<file path="config.mk">
export PLATFORM = sky130hd
export DESIGN_NAME = cla_addsub_pipe_flat
export DESIGN_NICKNAME = d
export VERILOG_FILES = /design/src/rtl/cla_addsub_pipe_if.sv /design/src/rtl/cla_addsub_pipe.sv /design/src/flat_wrapper.sv
export SDC_FILE = /design/constraint.sdc
export NUM_CORES = 1
export LEC_CHECK = 0
export CORE_MARGIN = 4
export CORE_UTILIZATION = 57
export DETAILED_ROUTE_END_ITERATION = 10
export PLACE_DENSITY = 0.89
export SLEW_MARGIN = 10
export SYNTH_ARGS = -nofsm -noshare
export SYNTH_HDL_FRONTEND = slang
export SYNTH_SLANG_ARGS = --single-unit
</file>
<file path="constraint.sdc">
create_clock -name clk -period 2.8 [get_ports clk]
set_clock_uncertainty 0.1 [all_clocks]
set_input_delay 0.28 -clock clk [delete_from_list [all_inputs] [get_ports clk]]
set_output_delay 0.28 -clock clk [all_outputs]
set_load 0.02 [all_outputs]
</file>
<file path="src/rtl/cla_addsub_pipe_if.sv">
// Operand/result handshake bundle for the pipelined CLA adder/subtractor.
// The slave side is the adder; the master side feeds operands and drains results.
interface cla_addsub_pipe_if #(
    parameter int WIDTH = 66
);
    logic             in_valid;
    logic             in_ready;
    logic             in_sub;
    logic             in_cin;
    logic [WIDTH-1:0] in_a;
    logic [WIDTH-1:0] in_b;
    logic             out_valid;
    logic             out_ready;
    logic [WIDTH-1:0] out_sum;
    logic             out_cout;
    logic             out_ovf;

    modport master (
        output in_valid, in_sub, in_cin, in_a, in_b, out_ready,
        input  in_ready, out_valid, out_sum, out_cout, out_ovf
    );

    modport slave (
        input  in_valid, in_sub, in_cin, in_a, in_b, out_ready,
        output in_ready, out_valid, out_sum, out_cout, out_ovf
    );
endinterface

</file>
<file path="src/rtl/cla_addsub_pipe.sv">
// Pipelined two-level carry-lookahead adder/subtractor, one SEG-bit segment per stage.
// Operands travel with the beat; the carry between segments is registered.
module cla_addsub_pipe #(
    parameter int WIDTH = 66,
    parameter int SEG   = 16
) (
    input  logic                clk,
    input  logic                rst_n,
    cla_addsub_pipe_if.slave    bus
);
    localparam int NSEG = (WIDTH + SEG - 1) / SEG;
    localparam int PW   = NSEG * SEG;
    localparam int TOPW = WIDTH - (NSEG - 1) * SEG;
    localparam int NG   = SEG / 4;

    if ((SEG % 4) != 0 || SEG < 4) begin : g_bad_seg
        $error("SEG must be a positive multiple of 4");
    end

    typedef logic [PW-1:0] vec_t;

    // Returns c[0..SEG]: bit carries of one segment, all in sum-of-products form.
    function automatic logic [SEG:0] seg_carry(
        input logic [SEG-1:0] a,
        input logic [SEG-1:0] b,
        input logic           cin
    );
        logic [SEG-1:0] p;
        logic [SEG-1:0] g;
        logic [NG-1:0]  pm;
        logic [NG-1:0]  gm;
        logic [NG:0]    cg;
        logic [SEG:0]   c;
        logic           t;
        p  = a ^ b;
        g  = a & b;
        cg = '0;
        c  = '0;
        for (int m = 0; m < NG; m++) begin
            pm[m] = &p[4*m +: 4];
            gm[m] = g[4*m+3]
                  | (p[4*m+3] & g[4*m+2])
                  | (p[4*m+3] & p[4*m+2] & g[4*m+1])
                  | (p[4*m+3] & p[4*m+2] & p[4*m+1] & g[4*m]);
        end
        cg[0] = cin;
        for (int m = 0; m < NG; m++) begin
            t = cin;
            for (int k = 0; k <= m; k++) t = t & pm[k];
            cg[m+1] = t;
            for (int j = 0; j <= m; j++) begin
                t = gm[j];
                for (int k = j + 1; k <= m; k++) t = t & pm[k];
                cg[m+1] = cg[m+1] | t;
            end
        end
        for (int m = 0; m < NG; m++) begin
            for (int i = 0; i < 4; i++) begin
                t = cg[m];
                for (int k = 0; k < i; k++) t = t & p[4*m+k];
                c[4*m+i] = t;
                for (int j = 0; j < i; j++) begin
                    t = g[4*m+j];
                    for (int k = j + 1; k < i; k++) t = t & p[4*m+k];
                    c[4*m+i] = c[4*m+i] | t;
                end
            end
        end
        c[SEG] = cg[NG];
        return c;
    endfunction

    logic            en;
    logic [NSEG-1:0] vld_q, vld_d;
    logic [NSEG-1:0] c_q, c_d;
    vec_t            a_q [NSEG];
    vec_t            a_d [NSEG];
    vec_t            b_q [NSEG];
    vec_t            b_d [NSEG];
    vec_t            s_q [NSEG];
    vec_t            s_d [NSEG];
    logic            ovf_q, ovf_d;

    vec_t            src_a [NSEG];
    vec_t            src_b [NSEG];
    vec_t            src_s [NSEG];
    logic [NSEG-1:0] src_c;
    logic [NSEG-1:0] src_v;

    assign en = bus.out_ready | ~vld_q[NSEG-1];

    // Stage sources: stage 0 from the port, stage k from stage k-1.
    always_comb begin
        src_a[0] = vec_t'(bus.in_a);
        src_b[0] = vec_t'(bus.in_sub ? ~bus.in_b : bus.in_b);
        src_s[0] = '0;
        src_c[0] = bus.in_sub | bus.in_cin;
        src_v[0] = bus.in_valid;
        for (int k = 1; k < NSEG; k++) begin
            src_a[k] = a_q[k-1];
            src_b[k] = b_q[k-1];
            src_s[k] = s_q[k-1];
            src_c[k] = c_q[k-1];
            src_v[k] = vld_q[k-1];
        end
    end

    always_comb begin
        logic [SEG:0] cv;
        vec_t         ss;
        vld_d = vld_q;
        c_d   = c_q;
        ovf_d = ovf_q;
        cv    = '0;
        ss    = '0;
        for (int k = 0; k < NSEG; k++) begin
            a_d[k] = a_q[k];
            b_d[k] = b_q[k];
            s_d[k] = s_q[k];
        end
        if (en) begin
            for (int k = 0; k < NSEG; k++) begin
                cv = seg_carry(src_a[k][k*SEG +: SEG],
                               src_b[k][k*SEG +: SEG], src_c[k]);
                ss = src_s[k];
                ss[k*SEG +: SEG] = src_a[k][k*SEG +: SEG]
                                 ^ src_b[k][k*SEG +: SEG]
                                 ^ cv[SEG-1:0];
                a_d[k]   = src_a[k];
                b_d[k]   = src_b[k];
                s_d[k]   = ss;
                vld_d[k] = src_v[k];
                c_d[k]   = (k == NSEG - 1) ? cv[TOPW] : cv[SEG];
                if (k == NSEG - 1) begin
                    ovf_d = (src_a[k][WIDTH-1] == src_b[k][WIDTH-1])
                          & (ss[WIDTH-1] != src_a[k][WIDTH-1]);
                end
            end
        end
    end

    always_ff @(posedge clk or negedge rst_n) begin
        if (!rst_n) begin
            vld_q <= '0;
            c_q   <= '0;
            ovf_q <= 1'b0;
            for (int k = 0; k < NSEG; k++) begin
                a_q[k] <= '0;
                b_q[k] <= '0;
                s_q[k] <= '0;
            end
        end else begin
            vld_q <= vld_d;
            c_q   <= c_d;
            ovf_q <= ovf_d;
            for (int k = 0; k < NSEG; k++) begin
                a_q[k] <= a_d[k];
                b_q[k] <= b_d[k];
                s_q[k] <= s_d[k];
            end
        end
    end

    assign bus.in_ready  = en;
    assign bus.out_valid = vld_q[NSEG-1];
    assign bus.out_sum   = s_q[NSEG-1][WIDTH-1:0];
    assign bus.out_cout  = c_q[NSEG-1];
    assign bus.out_ovf   = ovf_q;
endmodule

</file>
<file path="src/flat_wrapper.sv">
// flat-port wrapper written by rule: the top's interface ports become plain ports
module cla_addsub_pipe_flat 
#(
    parameter int WIDTH = 66,
    parameter int SEG   = 16
)
  (clk, rst_n, bus_in_valid, bus_in_sub, bus_in_cin, bus_in_a, bus_in_b, bus_out_ready, bus_in_ready, bus_out_valid, bus_out_sum, bus_out_cout, bus_out_ovf);
  cla_addsub_pipe_if #(.WIDTH(WIDTH)) bus_i ();
  input  logic clk;
  input  logic rst_n;
  input wire logic [$bits(bus_i.in_valid)-1:0] bus_in_valid;
  input wire logic [$bits(bus_i.in_sub)-1:0] bus_in_sub;
  input wire logic [$bits(bus_i.in_cin)-1:0] bus_in_cin;
  input wire logic [$bits(bus_i.in_a)-1:0] bus_in_a;
  input wire logic [$bits(bus_i.in_b)-1:0] bus_in_b;
  input wire logic [$bits(bus_i.out_ready)-1:0] bus_out_ready;
  output wire logic [$bits(bus_i.in_ready)-1:0] bus_in_ready;
  output wire logic [$bits(bus_i.out_valid)-1:0] bus_out_valid;
  output wire logic [$bits(bus_i.out_sum)-1:0] bus_out_sum;
  output wire logic [$bits(bus_i.out_cout)-1:0] bus_out_cout;
  output wire logic [$bits(bus_i.out_ovf)-1:0] bus_out_ovf;
  assign bus_i.in_valid = bus_in_valid;
  assign bus_i.in_sub = bus_in_sub;
  assign bus_i.in_cin = bus_in_cin;
  assign bus_i.in_a = bus_in_a;
  assign bus_i.in_b = bus_in_b;
  assign bus_i.out_ready = bus_out_ready;
  assign bus_in_ready = bus_i.in_ready;
  assign bus_out_valid = bus_i.out_valid;
  assign bus_out_sum = bus_i.out_sum;
  assign bus_out_cout = bus_i.out_cout;
  assign bus_out_ovf = bus_i.out_ovf;
  cla_addsub_pipe #(.WIDTH(WIDTH), .SEG(SEG)) u_core (.clk(clk), .rst_n(rst_n), .bus(bus_i));
endmodule
</file>
======== After elaboration in Yosys (flattened, before gate mapping) ========
Cells that the tools add are included.
word-level totals
  logic and storage cells ................. 461
  output and inout port bits .............. 70
  flip-flop bits (word level) ............. 805
operators by class
  mux-type cells .......................... 1
  equal/unequal tests ..................... 2
  reduce and logical (&&, ||, !) cells .... 16
  bitwise operators ....................... 426
operators by type and width
  operator           count
  $and A1 B1 Y1      220
  $or A1 B1 Y1       189
  $xor A16 B16 Y16   8
  $mux W76           1
  $not A66 Y76       1
  $and A16 B16 Y16   4
  $reduce_and A4 Y1  16
  $xor A2 B12 Y12    1
  $and A2 B2 Y2      1
  $xor A2 B2 Y2      1
  $eq A1 B1 Y1       1
  $ne A1 B1 Y1       1
  $not A1 Y1         1

======== Longest topological paths before layout ========
Gate-level depths: netlist (run 1).
  word-level depth ........................ 19
  depth in mapped cells ................... 14
  gate-level depth less buffers ........... 11

======== Worst setup path after synthesis (run 1) ========
OpenSTA, ideal clock, no wires.
  kind .................................... input to register
  start point ............................. input port bus_in_sub
  end point ............................... register u_core.s_q[331] (netlist bit)
  cell stages on the path ................. 14
  data arrival time ....................... 2,744 ps
  path slack .............................. -140 ps
  setup time .............................. 95 ps
  cells stage by stage .................... buf_2 -> buf_4 -> buf_2 -> xor2_1 -> ha_1 -> a21oi_1 -> a21oi_1 -> or2_1 -> a21o_1 -> ha_1 -> o21a_1 -> o21a_1 -> o21a_1 -> o31ai_1
on the way
  cells in the longest elaborated chain, start to end .. 16
  elaborated cells between the ends (all ways) .. 37
RTL lines
  item                                                  line                                                                  text
  start, declared                                       flat_wrapper.sv:12                                                    input wire logic [$bits(bus_i.in_sub)-1:0] bus_in_sub;
  $mux W76                                              cla_addsub_pipe.sv:95                                                 src_b[0] = vec_t'(bus.in_sub ? ~bus.in_b : bus.in_b);
  $xor A16 B16 Y16 or $and A16 B16 Y16 (tied branches)  cla_addsub_pipe.sv:35, cla_addsub_pipe.sv:127, cla_addsub_pipe.sv:36
  $and A1 B1 Y1 (on tied branches)                      cla_addsub_pipe.sv:42, cla_addsub_pipe.sv:43, cla_addsub_pipe.sv:44
  $or A1 B1 Y1, or another cell as far along            cla_addsub_pipe.sv:42                                                 | (p[4*m+3] & g[4*m+2])
  $or A1 B1 Y1 or $and A1 B1 Y1 (tied branches)         cla_addsub_pipe.sv:43, cla_addsub_pipe.sv:44
  $or A1 B1 Y1                                          cla_addsub_pipe.sv:44                                                 | (p[4*m+3] & p[4*m+2] & p[4*m+1] & g[4*m]);
  $and A1 B1 Y1                                         cla_addsub_pipe.sv:53                                                 for (int k = j + 1; k <= m; k++) t = t & pm[k];
  $or A1 B1 Y1 (2 in a row)                             cla_addsub_pipe.sv:54                                                 cg[m+1] = cg[m+1] | t;
  $and A1 B1 Y1 (3 in a row)                            cla_addsub_pipe.sv:60                                                 for (int k = 0; k < i; k++) t = t & p[4*m+k];
  $or A1 B1 Y1 (3 in a row)                             cla_addsub_pipe.sv:65                                                 c[4*m+i] = c[4*m+i] | t;
  $xor A16 B16 Y16 (*)                                  cla_addsub_pipe.sv:128                                                ^ cv[SEG-1:0];
  end signal, assigned by index                         cla_addsub_pipe.sv:159                                                s_q[k] <= s_d[k];
  end, declared                                         cla_addsub_pipe.sv:80                                                 vec_t s_q [NSEG];
Mark *: on every way between the ends. The rest lies on a longest branch, timed or not.
A chain may end at the register's enable or synchronous reset.

======== Worst setup path in the final report (run 1) ========
  start point ............................. register u_core.b_q[215] (netlist bit)
  end point ............................... register u_core.s_q[143] (netlist bit)
on the way
  cells in the longest elaborated chain, start to end .. 15
  elaborated cells between the ends (all ways) .. 26
RTL lines
  item                                           line                                                                 text
  start, declared                                cla_addsub_pipe.sv:78                                                vec_t b_q [NSEG];
  start signal, assigned by index                cla_addsub_pipe.sv:158                                               b_q[k] <= b_d[k];
  $xor A16 B16 Y16                               cla_addsub_pipe.sv:35                                                p = a ^ b;
  $and A1 B1 Y1 (on tied branches)               cla_addsub_pipe.sv:42, cla_addsub_pipe.sv:43, cla_addsub_pipe.sv:44
  $or A1 B1 Y1, or another cell as far along     cla_addsub_pipe.sv:42
  $or A1 B1 Y1 or $and A1 B1 Y1 (tied branches)  cla_addsub_pipe.sv:43, cla_addsub_pipe.sv:44
  $or A1 B1 Y1                                   cla_addsub_pipe.sv:44
  $and A1 B1 Y1                                  cla_addsub_pipe.sv:53
  $or A1 B1 Y1 (*) (2 in a row)                  cla_addsub_pipe.sv:54
  $and A1 B1 Y1 (*) (3 in a row)                 cla_addsub_pipe.sv:60
  $or A1 B1 Y1 (*) (3 in a row)                  cla_addsub_pipe.sv:65
  $xor A16 B16 Y16 (*)                           cla_addsub_pipe.sv:128
Marks and branches as above.

==> results.cfg, run 1 <==
[worst_setup_path]
r2r_setup_slack_ns = 0.006
path_cells = ha_1, a21oi_1, o21ai_0, a221oi_2, o21ai_2, ha_1, o21a_1, o21a_1, o21a_1, o31ai_1
ff2ff_path_depth = 10
max_stage_delay_ns = 0.41
end_kind = flip-flop
rr_startpoint = u_core.b_q[215]$_DFFE_PN0P_
crit_path_start_kind = flip-flop
rr_endpoint = u_core.s_q[143]$_DFFE_PN0P_
crit_path_top_delay_cell = a221oi_2
critPathKind = flip-flop to flip-flop
timing.critical_path.required_ns = 3.17
cp_max_fo = 4
critPathArrivalTime_ns = 3.16
crit_top_cell = o21a_1

[detailed_routing]
wirelength_mm = 43.5
wl_per_cell_um = 15.2
vias_per_cell = 5.26
drtAntennaViolNets = 0
drt-initial-drc-count = 1197
route.detailed.drc = 0
first_pass_iters = 6
via_count = 15100

[die]
floorplan.initialDensity = 0.576
fp-row-count = 69
dieArea_mm2 = 0.0390
die_w_um = 197
io_pins = 208
core_area_mm2 = 0.0355
die_y_um = 197

[power_and_ir_drop]
powerDensity_mw_per_mm2 = 1150
leakagePower_nw = 11.9
p_total_mw = 27.7
ir_worst_vdd_mv = 0.724

[synthesis]
synth-edff-count = 0
synth_warnings = 0
synth_top_family_by_area = simple AND/OR/NAND/NOR gates
synth_compound_area_frac = 0.0677
synth_cells = 2240
synth_area_mm2 = 0.0204
ys_ff_latch = 445
synth-main-ff-cell = dfrtp_1
synth_cell_types = 40
synth_fa_ha_area_frac = 0.0674
avgSynthCellArea_um2 = 9.13
synth_mux_area_frac = 0.000489
syn_nets = 2478
synth-seq-area-share = 0.545
synth_xor_area_frac = 0.0368
synthSimpleGateAreaFrac = 0.224
async_reset_ff_frac = 1.00

[timing]
fin_crit_ns = 2.79
fin_worst_hold_slack_ns = 0.146
fin_crit_sh = 0.998
drv_slew = 0
finalHoldViolCount = 0
worst_slack_ns = 0.00595
tns_ns = 0
tightest_slew_ns = 0.659
slew_headroom = 0.561
setup_viol = 0
max_freq_mhz = 358

[placed_design]
place.gp.congestion = 0.879
place_ws_ns = -0.255
place_inst = 2778
io_buffers = 207
hpwl_mm = 28.5
placed_area_mm2 = 0.0224

[grt]
use_met2 = 0.373
grt_pass1_vias = 15200
grt_max_degree = 169
overflow = 0
busiest_layer = met2
gr-usage-met1 = 0.293
track_usage = 0.221
grt_pass1_wl_mm = 72.1
antenna_found_initial = 0
grtUsageMet3 = 0.0339

[clock_network]
htree_num_levels = 2
path_clk_slew_ns = 0.06
cts_root_buffer = clkbuf_16
clockBufferDepth = 3
numClockSinks = 445
clk_latency_ns = 0.57
cts_tree = done
cts_made_buffers = 45

[layout]
fill_cells = 2576
multi_input_area_mm2 = 0.00815
finish.utilization = 0.678
nets = 2606
syn2layout_area_growth_pct = 17.6
layoutNonFillerInstCount = 2861
diodes = 0
drive_gt1_frac = 0.0558
ff_latch_area_mm2 = 0.0111
final_area_mm2 = 0.0240

[hold_path]
min_to = u_core.a_q[377]$_DFFE_PN0P_
whs_path_depth = 3
min_from = bus_in_a[57]
hold_class = input port to flip-flop

[status]
outcome = completed

[flow_run]
maxCapViolCount = 0
==> flip-flops by register name, summed over array words and instances, names as in the netlist <==
name and flops:
u_core.s_q 160, u_core.a_q 104, u_core.b_q 104, u_core.bus.out_sum 66
u_core.c_q 5, u_core.vld_q 5, u_core.bus.out_ovf 1
==> Yosys cell counts (3+ instances only) <==
cell type | instances | share of area
o31ai_1 | 29 | 0.011
nand3_1 | 5 | 0.0012
a221oi_1 | 3 | 0.0013
nor3_1 | 31 | 0.0076
xnor2_1 | 64 | 0.027
a211oi_1 | 5 | 0.0018
buf_6 | 6 | 0.0033
o211ai_1 | 3 | 0.0011
a21o_1 | 4 | 0.0015
o21ai_0 | 84 | 0.021
buf_4 | 99 | 0.036
nand2b_1 | 5 | 0.0015
inv_1 | 16 | 0.0029
clkbuf_1 | 8 | 0.0015
buf_2 | 60 | 0.015
nor2_1 | 30 | 0.0055
a21oi_1 | 38 | 0.0093
xor2_1 | 22 | 0.0094
o21a_1 | 42 | 0.015
nand2_1 | 1118 | 0.21
ha_1 | 83 | 0.051
fa_1 | 17 | 0.017
dfrtp_1 | 445 | 0.54
==> worst max-delay path: cells and delay by family, from the launching register on <==
family,cells,cell delay [ns]
AOI/OAI and AO/OA,8,1.65
adders and majority gates,2,0.57
DFF,1,0.38
==> cells by family (layout without fill, tap and decap cells) <==
| family | after synthesis | after routing |
|---|---|---|
| AO/OA/AOI/OAI | 221 | 221 |
| XOR/XNOR | 86 | 86 |
| adder cells (fa/ha/maj) | 100 | 100 |
| buffers and inverters | 190 | 350 |
| flip-flops | 445 | 445 |
| multiplexers | 1 | 1 |
| AND/OR/NAND/NOR | 1197 | 1197 |
==> worst max path at each step <==
stage                                            from                           to  slack (ns)  cells past startpoint
after floorplan                            bus_in_sub  u_core.s_q[331]$_DFFE_PN0P_       -0.05                     14
after global placement                    bus_in_b[1]  u_core.s_q[331]$_DFFE_PN0P_       -0.14                     12
after detailed placement                  bus_in_b[0]  u_core.s_q[331]$_DFFE_PN0P_       -0.25                     12
after CTS                 u_core.a_q[208]$_DFFE_PN0P_  u_core.s_q[143]$_DFFE_PN0P_       0.006                     10
after global routing      u_core.b_q[213]$_DFFE_PN0P_  u_core.s_q[143]$_DFFE_PN0P_       -0.14                     10
final                     u_core.b_q[215]$_DFFE_PN0P_  u_core.s_q[143]$_DFFE_PN0P_       0.006                     10
==> final cells by class <==
type,count,share of cell area
Tap cell,461,0.0240
Clock buffer,64,0.0557
Clock inverter,15,0.00801
Sequential cell,445,0.463
Timing Repair Buffer,254,0.107
Multi-Input combinational cell,1605,0.339
Inverter,17,0.00297
==> routing by layer <==
| metal | up-vias | wire length (um) | share of wire |
|---|---|---|---|
| li1 | 7290 | - | - |
| met1 | 7285 | 18300 | 0.42 |
| met2 | 388 | 21600 | 0.50 |
| met3 | 93 | 2310 | 0.053 |
| met4 | 0 | 1350 | 0.031 |
| met5 | - | 0 | 0 |
==> where the power goes <==
| group | leakage [nW] | internal (mW) | total [mW] | switching [mW] |
|---|---|---|---|---|
| clock | 0.750 | 3.70 | 6.18 | 2.48 |
| combinational | 5.81 | 4.37 | 10.4 | 6.03 |
| sequential | 5.38 | 9.36 | 11.1 | 1.75 |
==> cell usage in the layout (no fill, tap or decap), types with 4 or more instances in the layout <==
master and instances:
clkbuf_16 47, nor2_1 30, buf_4 35, clkinv_2 6, clkdlybuf4s50_1 205, clkbuf_8 10
inv_1 16, ha_1 83, o21ai_0 78, clkbuf_1 7, o21a_1 42, o31ai_1 29
o21ai_1 4, buf_12 12, a21o_1 4, nand2b_1 5, nand2_1 1118, nand3_1 5
a21oi_1 38, xnor2_1 64, bufinv_16 4, xor2_1 22, dfrtp_1 445, fa_1 17
nor3_1 31
==> timing repair <==
item,CTS,global route
setup endpoints to repair,2,10
gates cloned,0,0
buffers inserted,0,3
pin swaps,0,6
hold buffers,1,0
resized for setup,1,13
endpoints found under the hold margin,64,0
Power figures use the tool's default switching activity.
==> run 2: changes to the inputs <==
--- a/config.mk
+++ b/config.mk
@@ -5,7 +5,6 @@
 export SDC_FILE = /design/constraint.sdc
 export NUM_CORES = 1
 export LEC_CHECK = 0
-export CORE_MARGIN = 4
 export CORE_UTILIZATION = 57
 export DETAILED_ROUTE_END_ITERATION = 10
 export PLACE_DENSITY = 0.89
==> results.cfg, run 2 (synthesis gave the netlist of run 1 again) <==
[detailed_routing]
wirelength_mm = 42.4
route.detailed.drc = 0
drt-initial-drc-count = 1083
via_count = 15000
vias_per_cell = 5.26
wl_per_cell_um = 14.8
first_pass_iters = 5
drtAntennaViolNets = 0

[power_and_ir_drop]
p_comb_frac = 0.369
ir_worst_vdd_mv = 0.711
swShare = 0.366
power.internal_mw = 17.7
p_seq_frac = 0.398
leakagePower_nw = 12.0
p_sw_mw = 10.2
powerDensity_mw_per_mm2 = 1160
clock_power_share = 0.233

[timing]
fin_worst_hold_slack_ns = 0.163
worst_slack_ns = 0.159
tightest_slew_ns = 0.734
slew_headroom = 0.511
drv_slew = 0
setup_viol = 0
fin_crit_ns = 2.64
finalHoldViolCount = 0
fin_crit_sh = 0.943
max_freq_mhz = 379
rsz0062_at_grt = no

[die]
dieArea_mm2 = 0.0366
fp-row-count = 69
die_w_um = 191
die_y_um = 191
io_pins = 208
floorplan.initialDensity = 0.578
core_area_mm2 = 0.0354

[clock_network]
cts_tree = done
htree_num_levels = 2
clockBufferDepth = 3
numClockSinks = 445
cts_made_buffers = 45
clk_latency_ns = 0.54
path_clk_slew_ns = 0.06
cts_root_buffer = clkbuf_16

[placed_design]
hpwl_mm = 27.9
place_inst = 2776
placed_area_mm2 = 0.0224
io_buffers = 207
place.gp.congestion = 0.903
place_ws_ns = -0.275

[worst_setup_path]
critPathArrivalTime_ns = 2.97
cp_max_fo = 4
ff2ff_path_depth = 10
crit_path_start_kind = flip-flop
rr_startpoint = u_core.b_q[341]$_DFFE_PN0P_
r2r_setup_slack_ns = 0.16
rr_endpoint = u_core.s_q[271]$_DFFE_PN0P_
end_kind = flip-flop
timing.critical_path.required_ns = 3.13
critPathKind = flip-flop to flip-flop

[layout]
mostFrequentLayoutCells = nand2_1, dfrtp_1, clkdlybuf4s50_1, ha_1, o21ai_0
layout_commonest_cell = nand2_1
diodes = 0
top_register = u_core.s_q
syn2layout_area_growth_pct = 17.8
finish.utilization = 0.681
layoutNonFillerInstCount = 2860
largest_reg_flops = 160
reg_top3 = u_core.s_q x160, u_core.a_q x104, u_core.b_q x104
drive_gt1_frac = 0.0567
nets = 2602
final_area_mm2 = 0.0241

[grt]
grt_pass1_vias = 15100
grt_max_degree = 184
antenna_found_initial = 0
overflow = 0
grt_pass1_wl_mm = 71.3
track_usage = 0.239

[hold_path]
hold_class = input port to flip-flop
min_to = u_core.a_q[358]$_DFFE_PN0P_
min_from = bus_in_a[38]
whs_path_depth = 3

[flow_run]
maxCapViolCount = 0

[status]
outcome = completed
run 2: repair_timing:
item                       in CTS  in global routing
gates resized for setup         2                 11
setup buffers                   0                  1
hold buffers                    1                  0
hold endpoints to repair       72                  0
setup endpoints to repair       3                  9
pin swaps                       0                  3
run 2: how the worst max path moves through the flow:
| stage | from | to | slack [ns] |
|---|---|---|---|
| 5_1_grt | u_core.b_q[341]$_DFFE_PN0P_ | u_core.s_q[271]$_DFFE_PN0P_ | 0.008 |
| 4_1_cts | u_core.b_q[215]$_DFFE_PN0P_ | u_core.s_q[143]$_DFFE_PN0P_ | 0.007 |
| 3_3_place_gp | bus_in_b[1] | u_core.s_q[331]$_DFFE_PN0P_ | -0.17 |
| 6_report | u_core.b_q[341]$_DFFE_PN0P_ | u_core.s_q[271]$_DFFE_PN0P_ | 0.16 |
| 3_5_place_dp | bus_in_b[1] | u_core.s_q[331]$_DFFE_PN0P_ | -0.28 |
| 2_1_floorplan | bus_in_sub | u_core.s_q[331]$_DFFE_PN0P_ | -0.05 |
run 2: worst max-delay path, cell delays in order (launching register included):
cell,delay (ns)
dfrtp_1,0.39
ha_1,0.35
a21oi_1,0.14
o21ai_0,0.15
a221oi_2,0.34
nand2_1,0.15
ha_1,0.22
nand2_1,0.05
nand2_1,0.09
a2111o_1,0.43
o221a_2,0.12
run 2: routing by layer:
metal / global-route usage / wire, um / part of all wire / up-vias
met5: 0 / 0 / 0 / -
met4: 0.0919 / 1470 / 0.035 / 0
met3: 0.0316 / 1850 / 0.044 / 103
met2: 0.409 / 20900 / 0.49 / 369
met1: 0.309 / 18200 / 0.43 / 7296
li1: - / - / - / 7281
run 2: power by group through the flow:
stage	Combinational [mW]	Sequential [mW]	Clock (mW)
2_1_floorplan	7.88	10.7	0
3_3_place_gp	9.51	11.0	0
3_5_place_dp	10.1	11.1	0
4_1_cts	10.3	11.1	6.61
5_1_grt	11.6	11.4	6.87
6_report	10.3	11.1	6.49
run 2: area by class of cell:
type | count | area, um2
Clock buffer | 62 | 1340
Clock inverter | 20 | 297
Fill cell | 2564 | 11300
Inverter | 17 | 71.3
Multi-Input combinational cell | 1605 | 8150
Sequential cell | 445 | 11100
Tap cell | 461 | 577
Timing Repair Buffer | 250 | 2520
run 2: through the flow:
| step | setup TNS [ns] | total power [mW] |
|---|---|---|
| finish | 0 | 27.9 |
| global route | 0 | 29.9 |
| detailed placement | -0.913 | 21.2 |
| CTS | 0 | 27.9 |
| floorplan | -0.0489 | 18.5 |
| global placement | -0.346 | 20.5 |
